--- src/rtl/uart_pkg.sv ---
// Shared definitions for the UART blocks: parity modes, transmitter FSM
// encoding and the parity-bit helper.
package uart_pkg;

   localparam int PAR_NONE      = 0;
   localparam int PAR_ODD       = 1;
   localparam int PAR_EVEN      = 2;
   localparam int MAX_DATA_BITS = 9;

   typedef enum logic [2:0] {
      ST_IDLE,
      ST_START,
      ST_DATA,
      ST_PARITY,
      ST_STOP
   } tx_state_t;

   // Data is zero-extended to MAX_DATA_BITS, so unused high bits never change the parity.
   function automatic logic parity_bit(input logic [MAX_DATA_BITS-1:0] data, input int mode);
      logic result;
      result = 1'b0;
      if (mode == PAR_ODD)
         result = ~(^data);
      else if (mode == PAR_EVEN)
         result = ^data;
      return result;
   endfunction

endpackage

--- src/rtl/uart_baud_gen.sv ---
// Baud counter running 0..CLKS_PER_BIT-1; bit_tick marks the last cycle of a bit.
module uart_baud_gen #(
   parameter int CLKS_PER_BIT = 4
) (
   input  logic clk,
   input  logic rst_n,
   input  logic clear,
   output logic bit_tick
);

   localparam int CNT_W = $clog2(CLKS_PER_BIT);

   logic [CNT_W-1:0] cnt;

   assign bit_tick = (cnt == CNT_W'(CLKS_PER_BIT - 1));

   always_ff @(posedge clk) begin
      if (!rst_n || clear)
         cnt <= '0;
      else if (bit_tick)
         cnt <= '0;
      else
         cnt <= cnt + CNT_W'(1);
   end

endmodule

--- src/rtl/uart_tx_param.sv ---
// Parametrised UART transmitter with a one-entry holding register, allowing
// back-to-back frames with no idle gap between stop and start bits.
module uart_tx_param
   import uart_pkg::*;
#(
   parameter int CLKS_PER_BIT = 4,
   parameter int DATA_BITS    = 8,
   parameter int PARITY       = 0,
   parameter int STOP_BITS    = 1
) (
   input  logic                 clk,
   input  logic                 rst_n,
   input  logic [DATA_BITS-1:0] tx_data,
   input  logic                 tx_start,
   output logic                 tx_ready,
   output logic                 tx_busy,
   output logic                 tx_done,
   output logic                 tx_pin
);

   localparam logic [3:0] LAST_DATA = 4'(DATA_BITS - 1);
   localparam logic [3:0] LAST_STOP = 4'(STOP_BITS - 1);

   tx_state_t            state;
   logic [DATA_BITS-1:0] shreg;
   logic [DATA_BITS-1:0] hold_data;
   logic                 hold_full;
   logic                 par_bit;
   logic [3:0]           bit_idx;
   logic                 bit_tick;
   logic                 baud_clear;
   logic                 accept;
   logic                 frame_end;

   assign baud_clear = (state == ST_IDLE);
   assign accept     = tx_start && !hold_full;
   assign frame_end  = (state == ST_STOP) && bit_tick && (bit_idx == LAST_STOP);
   assign tx_ready   = !hold_full;

   uart_baud_gen #(
      .CLKS_PER_BIT(CLKS_PER_BIT)
   ) u_baud (
      .clk     (clk),
      .rst_n   (rst_n),
      .clear   (baud_clear),
      .bit_tick(bit_tick)
   );

   always_ff @(posedge clk) begin
      if (!rst_n) begin
         state     <= ST_IDLE;
         tx_pin    <= 1'b1;
         tx_busy   <= 1'b0;
         tx_done   <= 1'b0;
         hold_full <= 1'b0;
         bit_idx   <= '0;
      end else begin
         tx_done <= 1'b0;

         // A start during a frame parks in the holding register, except at frame end where it goes straight to the line.
         if (accept && state != ST_IDLE && !frame_end) begin
            hold_data <= tx_data;
            hold_full <= 1'b1;
         end

         case (state)
            ST_IDLE: begin
               if (accept) begin
                  shreg   <= tx_data;
                  par_bit <= parity_bit(MAX_DATA_BITS'(tx_data), PARITY);
                  state   <= ST_START;
                  tx_pin  <= 1'b0;
                  tx_busy <= 1'b1;
               end
            end
            ST_START: begin
               if (bit_tick) begin
                  state   <= ST_DATA;
                  bit_idx <= '0;
                  tx_pin  <= shreg[0];
                  shreg   <= shreg >> 1;
               end
            end
            ST_DATA: begin
               if (bit_tick) begin
                  if (bit_idx == LAST_DATA) begin
                     bit_idx <= '0;
                     if (PARITY != PAR_NONE) begin
                        state  <= ST_PARITY;
                        tx_pin <= par_bit;
                     end else begin
                        state  <= ST_STOP;
                        tx_pin <= 1'b1;
                     end
                  end else begin
                     bit_idx <= bit_idx + 4'd1;
                     tx_pin  <= shreg[0];
                     shreg   <= shreg >> 1;
                  end
               end
            end
            ST_PARITY: begin
               if (bit_tick) begin
                  state  <= ST_STOP;
                  tx_pin <= 1'b1;
               end
            end
            ST_STOP: begin
               if (bit_tick) begin
                  if (bit_idx != LAST_STOP) begin
                     bit_idx <= bit_idx + 4'd1;
                  end else begin
                     tx_done <= 1'b1;
                     bit_idx <= '0;
                     if (hold_full) begin
                        shreg     <= hold_data;
                        par_bit   <= parity_bit(MAX_DATA_BITS'(hold_data), PARITY);
                        hold_full <= 1'b0;
                        state     <= ST_START;
                        tx_pin    <= 1'b0;
                     end else if (tx_start) begin
                        shreg   <= tx_data;
                        par_bit <= parity_bit(MAX_DATA_BITS'(tx_data), PARITY);
                        state   <= ST_START;
                        tx_pin  <= 1'b0;
                     end else begin
                        state   <= ST_IDLE;
                        tx_busy <= 1'b0;
                        tx_pin  <= 1'b1;
                     end
                  end
               end
            end
            default: begin
               state   <= ST_IDLE;
               tx_pin  <= 1'b1;
               tx_busy <= 1'b0;
            end
         endcase
      end
   end

endmodule

--- config.mk ---
export PLATFORM = sky130hd
export DESIGN_NAME = uart_tx_param
export DESIGN_NICKNAME = d
export VERILOG_FILES = /design/src/rtl/uart_pkg.sv /design/src/rtl/uart_baud_gen.sv /design/src/rtl/uart_tx_param.sv
export SDC_FILE = /design/constraint.sdc
export NUM_CORES = 1
export LEC_CHECK = 0
export CAP_MARGIN = 0
export CORE_MARGIN = 5
export CORE_UTILIZATION = 29
export CTS_BUF_LIST = sky130_fd_sc_hd__clkbuf_16
export CTS_CLUSTER_DIAMETER = 30
export DETAILED_ROUTE_END_ITERATION = 6
export SYNTH_ARGS = -nofsm -noshare
export SYNTH_HDL_FRONTEND = slang
export SYNTH_SLANG_ARGS = --single-unit
--- constraint.sdc ---
create_clock -name clk -period 4.12 [get_ports clk]
set_input_delay 0.618 -clock clk [delete_from_list [all_inputs] [get_ports clk]]
set_output_delay 0.618 -clock clk [all_outputs]
set_load 0.005 [all_outputs]
### Word level (Yosys, flattened, before mapping)

Cells that the tools add are included.
Widths: inputs -> output; s select.

| word-level totals | value |
|---|---|
| word-level logic and storage cells | 100 |
| bits in registers | 29 |
| output and inout port bits | 4 |
| input port bits | 11 |

| operators by class | value |
|---|---|
| equality and inequality tests | 17 |
| mux-type cells | 47 |
| bitwise gates (word level) | 1 |
| $add $sub $neg | 2 |
| reductions and logical operators | 24 |

Operators by type and width:

| operator | number |
|---|---|
| $mux 8 | 8 |
| $pmux 8 s4 | 1 |
| $mux 1 | 22 |
| $mux 3 | 7 |
| $mux 4 | 5 |
| $ne 2x2->1 const B | 10 |
| $pmux 3 s5 | 1 |
| $pmux 4 s3 | 1 |
| $reduce_and 6->1 | 2 |
| $reduce_and 9->1 | 1 |
| $reduce_bool 4->1 | 2 |
| $reduce_and 7->1 | 1 |
| $eq 3x2->1 const B | 2 |
| $reduce_bool 3->1 | 2 |
| $logic_and 1x1->1 | 5 |
| $pmux 1 s5 | 1 |
| $add 4x1->4 const B | 1 |
| $eq 4x3->1 const B | 1 |
| $logic_not 4->1 | 1 |
| $reduce_and 4->1 | 1 |
| $eq 3x1->1 const B | 1 |
| $eq 3x3->1 const B | 1 |
| $logic_not 1->1 | 3 |
| $logic_not 3->1 | 1 |
| 10 further kinds | 10 |

### Logic depth before layout (Yosys ltp)

| depth | value |
|---|---|
| word-level depth | 10 |
| gate-level depth with buffers | 6 |
| mapped depth without buffers | 6 |

### Hierarchy

From an unflattened synthesis, not the netlist that was laid out.

| unflattened totals | value |
|---|---|
| cells, all modules | 131 |
| area total of the unflattened synthesis | 1458.9 sq um |

By module, submodules not included:

| module | cells an instance | area an instance (sq um) | sequential area each (sq um) | times used |
|---|---|---|---|---|
| uart_tx_param | 126 | 1378.8 | 700.7 | 1 |
| uart_baud_gen | 5 | 80.1 | 40.0 | 1 |

### Worst setup path after synthesis

Ideal clock, no wire load.

| timing path | value |
|---|---|
| kind | input port to flip-flop |
| from | input port tx_start |
| to | register shreg[0], enable pin |
| data arrival time | 1.938 ns |
| path slack | 1.784 ns |
| buffers on the path | 0 |
| library setup time | 0.398 ns |
| stages on the path | 4 |
| required time | 3.722 ns |
| path through | nor3b_1 a211o_2 a21oi_1 nor4b_1 |

| on the way | value |
|---|---|
| longest elaborated chain between the ends | 3 |
| elaborated cells on any way between the ends | 4 |
| classes of those cells | eq/ne: 2; reduce/logical: 2 |

Ends and longest elaborated chain:

| element | line | source |
|---|---|---|
| start: declaration | uart_tx_param.sv:14 | `input logic tx_start,` |
| $logic_and 1x1->1 | uart_tx_param.sv:36 | `assign accept = tx_start && !hold_full;` |
| $ne 2x2->1 (no line) | -- |  |
| $reduce_and 9->1 (no line) (*) | -- |  |
| end signal: assignment | uart_tx_param.sv:69 | `shreg <= tx_data;` |
| end signal: assignment | uart_tx_param.sv:81 | `shreg <= shreg >> 1;` |
| end signal: assignment | uart_tx_param.sv:98 | `shreg <= shreg >> 1;` |
| end: declaration | uart_tx_param.sv:25 | `logic [DATA_BITS-1:0] shreg;` |

Mark *: on every way between the ends. The rest lies on a longest branch, timed or not.
A chain may end at the register's enable or synchronous reset.

### Final worst setup path

| timing path | value |
|---|---|
| from | input port rst_n |
| to | register hold_data[5], enable pin |

| on the way | value |
|---|---|
| longest elaborated chain between the ends | 1 |

Ends and longest elaborated chain:

| element | line | source |
|---|---|---|
| start: declaration | uart_tx_param.sv:12 | `input logic rst_n,` |
| $reduce_and 2->1 (no line) | -- |  |
| end signal: assignment | uart_tx_param.sv:62 | `hold_data <= tx_data;` |
| end: declaration | uart_tx_param.sv:26 | `logic [DATA_BITS-1:0] hold_data;` |

Every way passes these cells.

==> impl.org <==
** Status
- Result of the run :: complete, no violations

** Synth
- Top FF cell, synth :: edfxtp_1
- Measured against the total synthesized area, the mux share comes to 0%.
- XOR/XNOR Fraction of Synth Area :: roughly 1.2%
- Each instance of the synthesized netlist takes up on average 11.3 µm².
- The synthesized netlist devotes roughly 20% of its cell area to compound gates.
- Yosys mapped a number of flops with a built-in enable equal to 16.
- Net Count, Synth :: 146
- Summing the sequential cell areas from Yosys gives 49.5% of the chip area.
- Async set-reset flop share out of synthesis :: 0%
- Main combinational cell family by area after synthesis :: simple AND/OR/NAND/NOR gates
- Synthesis warning total :: 0
- After Yosys synthesis, full adders, half adders and majority gates account for 2.51% of the synthesized area.
- Count of distinct cell types in the synthesized netlist :: 50
- Gate Count Post-Synth :: 132
- The cell area that synthesis handed to floorplanning was around 1500 µm².
- Of the total synthesized cell area, the portion taken by AND, OR, NAND and NOR gates is 22.5%.
- Counting flops and latches in the post-synthesis netlist gives 29.

** Cells and area
- Most used cells in the layout excluding fill and tap cells :: edfxtp_1, clkdlybuf4s50_1, dfxtp_1
- Across the whole layout, storage elements account for 741 µm².
- For this run, the post-layout net count is between 150 and 200.
- The library cell used most frequently in the layout, excluding fill and tap cells, is edfxtp_1.
- Layout fillers :: 499
- Total area of multi-input combinational cells :: 686 µm²
- The repair_antennas step left the layout with diodes totalling 0.
- Share of final-layout standard cells stronger than drive strength 1 :: 12.1%
- From synthesis to final layout, the design area changed by 21.9%.

** Die
- Die Outline Area :: 6690 µm²
- I/O pin count :: 15
- Initial cell density of the core :: 29.7%
- Die H :: a little over 80 µm
- Core Region :: between 5000 and 6000 µm²
- In this run the core area contains 26 standard-cell rows.
- Overall die width :: 81.8 µm

** Run
- Maxcap violations :: 0

** Clock tree
- Clock sink total :: 29
- Counting along the longest clock path gives a buffer depth of 2.
- CTS tree :: done
- The number of clock buffers added by TritonCTS is 5.
- Post-CTS Hold Buffers :: 0
- Root cell of the clock tree :: clkbuf_16
- Clock-pin slew was measured on the worst setup and hold paths at 50 ps.
- Buffers inserted by post-CTS timing repair :: 0
- Post-CTS resize count :: 0
- In this run the number of H-tree levels came out at 2.
- For the worst-skew pair, the clock arrives at the later sink with an insertion delay of 270 ps.

** Setup path
- Buffering stage count on the worst path with inverters included :: 1
- The worst setup path is of the in -> reg kind.
- Destination of the worst register-to-register timing path :: shreg[5]$_DFFE_PP_
- The signal on the critical path passes through clkdlybuf4s50_1 -> nand3_1 -> a21oi_1.
- Critical path depth :: 3
- The slowest stage of the critical path is the clkdlybuf4s50_1 cell.
- Endpoint arrival time on the critical path :: 2160 ps
- Endpoint type of the worst setup path :: flop
- In this design, the largest share of critical-path delay is due to buffers and inverters.
- In this run the worst setup path terminates at hold_data[5]$_DFFE_PP_.
- The critical path starts at rst_n.
- Depth of the most critical reg-to-reg path :: 4
- In this run the critical register-to-register path is launched from state[1]$_SDFFE_PN0P_.
- Req. time, crit path :: ~4000 ps
- Reg2reg setup slack :: 2070 ps
- For this run, the slowest stage of the critical path takes 770 ps.
- Launching element type of the critical path :: primary input
- Worst-path maximum fanout :: 15

** Place
- At the end of routability-driven placement, the weighted congestion stood at just under 0.8.
- Post-DP HPWL :: 2130 µm
- Input and output buffers added on the ports amount to 14.

** STA
- Max Fclk :: 443 MHz
- Dividing the final minimum period by the clock period gives 54.8%.
- Pin slew with the least headroom to its limit :: 787 ps
- Counting I/O delays and the setup requirement, the final critical path takes around 2300 ps.
- Endpoints failing setup :: 0
- Worst rel slew slack :: 47.5%
- Worst clock skew :: roughly 8.5 ps
- Number of max-slew violations in the final report :: 0
- RSZ-0062 raised after global routing :: false
- Setup TNS :: 0 ps
- The number of endpoints with negative hold slack in the final report was 0.

** Hold path
- Hold path startpoint :: bit_idx[1]$_SDFFE_PN0P_
- The tightest min-delay check is of the reg -> reg type.

** Global route
- Entering global routing, the biggest net connects 20 pins.
- The first global-routing pass estimated 5060 µm of wire.
- Global routing used 10.0% of the available tracks across all layers.
- The via count of the first global-routing pass is 1,042.
- For this run the aggregate overflow at the end of global routing stands at 0.
- The initial antenna violation count was 0.

** Pwr
- IR analysis of the VDD net gives a maximum drop of 0.169 mV.
- In this run the static leakage power is 0.609 nW.
- Post-layout power :: about 0.76 mW
- Dividing total power by cell area gives a power density of 418 nW/µm².

** Routing
- The detail route stage leaves a number of antenna-violating nets equal to 0.
- Wires add up to 2980 µm.
- After detailed routing, the number of vias per cell comes to roughly 5.
- Avg WL per Cell :: 13.6 µm
- Overall via count from detail_route :: 1,119
- The first detailed-routing pass took 4 iterations.
- For this run, design rule violations remaining after detail routing come to 0.
- Count of routing violations after the opening detailed-route iteration :: 151
==> layout make-up <==
type	instances	area share [%]
timing repair buffer	15	8.10
clock buffer	5	6.86
sequential	29	40.6
clock inverter	3	0.961
inverter	5	1.03
multi-input combinational	92	37.6
tap	70	4.80
==> cells in the mapped netlist, types with 2 or more instances <==
| master | instances | area share (%) |
|---|---|---|
| edfxtp_1 | 16 | 32 |
| dfxtp_1 | 13 | 17 |
| and2_1 | 9 | 3.8 |
| nor2_1 | 9 | 2.3 |
| a221o_1 | 7 | 4.7 |
| a21oi_1 | 5 | 1.7 |
| inv_1 | 5 | 1.3 |
| nand2_1 | 5 | 1.3 |
| o21ai_0 | 4 | 1.3 |
| ha_1 | 3 | 2.5 |
| nand2b_1 | 3 | 1.3 |
| nand3_1 | 3 | 1.0 |
| nand3b_1 | 3 | 1.5 |
| nor3b_1 | 3 | 1.5 |
| o21a_1 | 3 | 1.5 |
| a21boi_0 | 2 | 1.0 |
| buf_2 | 2 | 0.67 |
| buf_6 | 2 | 1.5 |
| nor3_1 | 2 | 0.67 |
| o32ai_2 | 2 | 2.2 |
| xnor2_1 | 2 | 1.2 |
==> worst reg2reg max path: stages, from the launching register on <==
cell	delay, ps
dfxtp_1	710
nand2b_1	270
a21oi_1	190
a21oi_1	160
a221o_1	450
==> metrics by stage <==
stage	cells	util [%]	area [µm²]	setup slack (ps)	hold slack [ps]
6_report	219	36.2	1820	1860	512
3_3_place_gp	211	33.3	1680	1620	492
4_1_cts	219	36.2	1820	1810	524
5_1_grt	219	36.2	1820	1750	564
3_5_place_dp	211	33.3	1680	1520	514
2_1_floorplan	132	-	1500	1780	470
==> state kept, by name, summed over array words and instances (netlist names) <==
name        flops
bit_idx         4
hold_data       8
hold_full       1
shreg           8
state           3
tx_busy         1
tx_done         1
tx_pin          1
u_baud.cnt      2
==> metal layers <==
| metal | vias up | part of all wire (%) | routed length [µm] | track usage (%) |
|---|---|---|---|---|
| met2 | 38 | 44 | 1310 | 15.5 |
| met4 | 0 | 1.3 | 39 | 3.49 |
| met1 | 535 | 49 | 1450 | 13.1 |
| li1 | 539 | - | - | - |
| met3 | 7 | 6.1 | 181 | 3.07 |
| met5 | - | 0 | 0 | 0 |
==> how the worst min path moves through the flow <==
| stage | slack, ps | cells past startpoint | to |
|---|---|---|---|
| 2_1_floorplan | 470 | 2 | bit_idx[1]$_SDFFE_PN0P_ |
| 3_3_place_gp | 490 | 2 | bit_idx[1]$_SDFFE_PN0P_ |
| 3_5_place_dp | 510 | 2 | bit_idx[0]$_SDFFE_PN0P_ |
| 4_1_cts | 520 | 2 | bit_idx[0]$_SDFFE_PN0P_ |
| 5_1_grt | 560 | 1 | shreg[0]$_DFFE_PP_ |
| 6_report | 510 | 2 | bit_idx[1]$_SDFFE_PN0P_ |
==> power by group <==
group | internal, mW | switching, mW | total (mW)
clock | 0.221 | 0.124 | 0.345
combinational | 0.0431 | 0.0337 | 0.0768
sequential | 0.326 | 0.0142 | 0.340
==> kinds of logic (layout without fill, tap and decap cells) <==
family,Yosys count,count (layout)
xor gates and xnor gates,2,2
adders and majority gates,3,3
and+or+nand+nor,51,51
DFF,29,29
buffers and inverters,11,28
AOI/OAI and AO/OA,36,36
(Power assumes the default switching activity.)
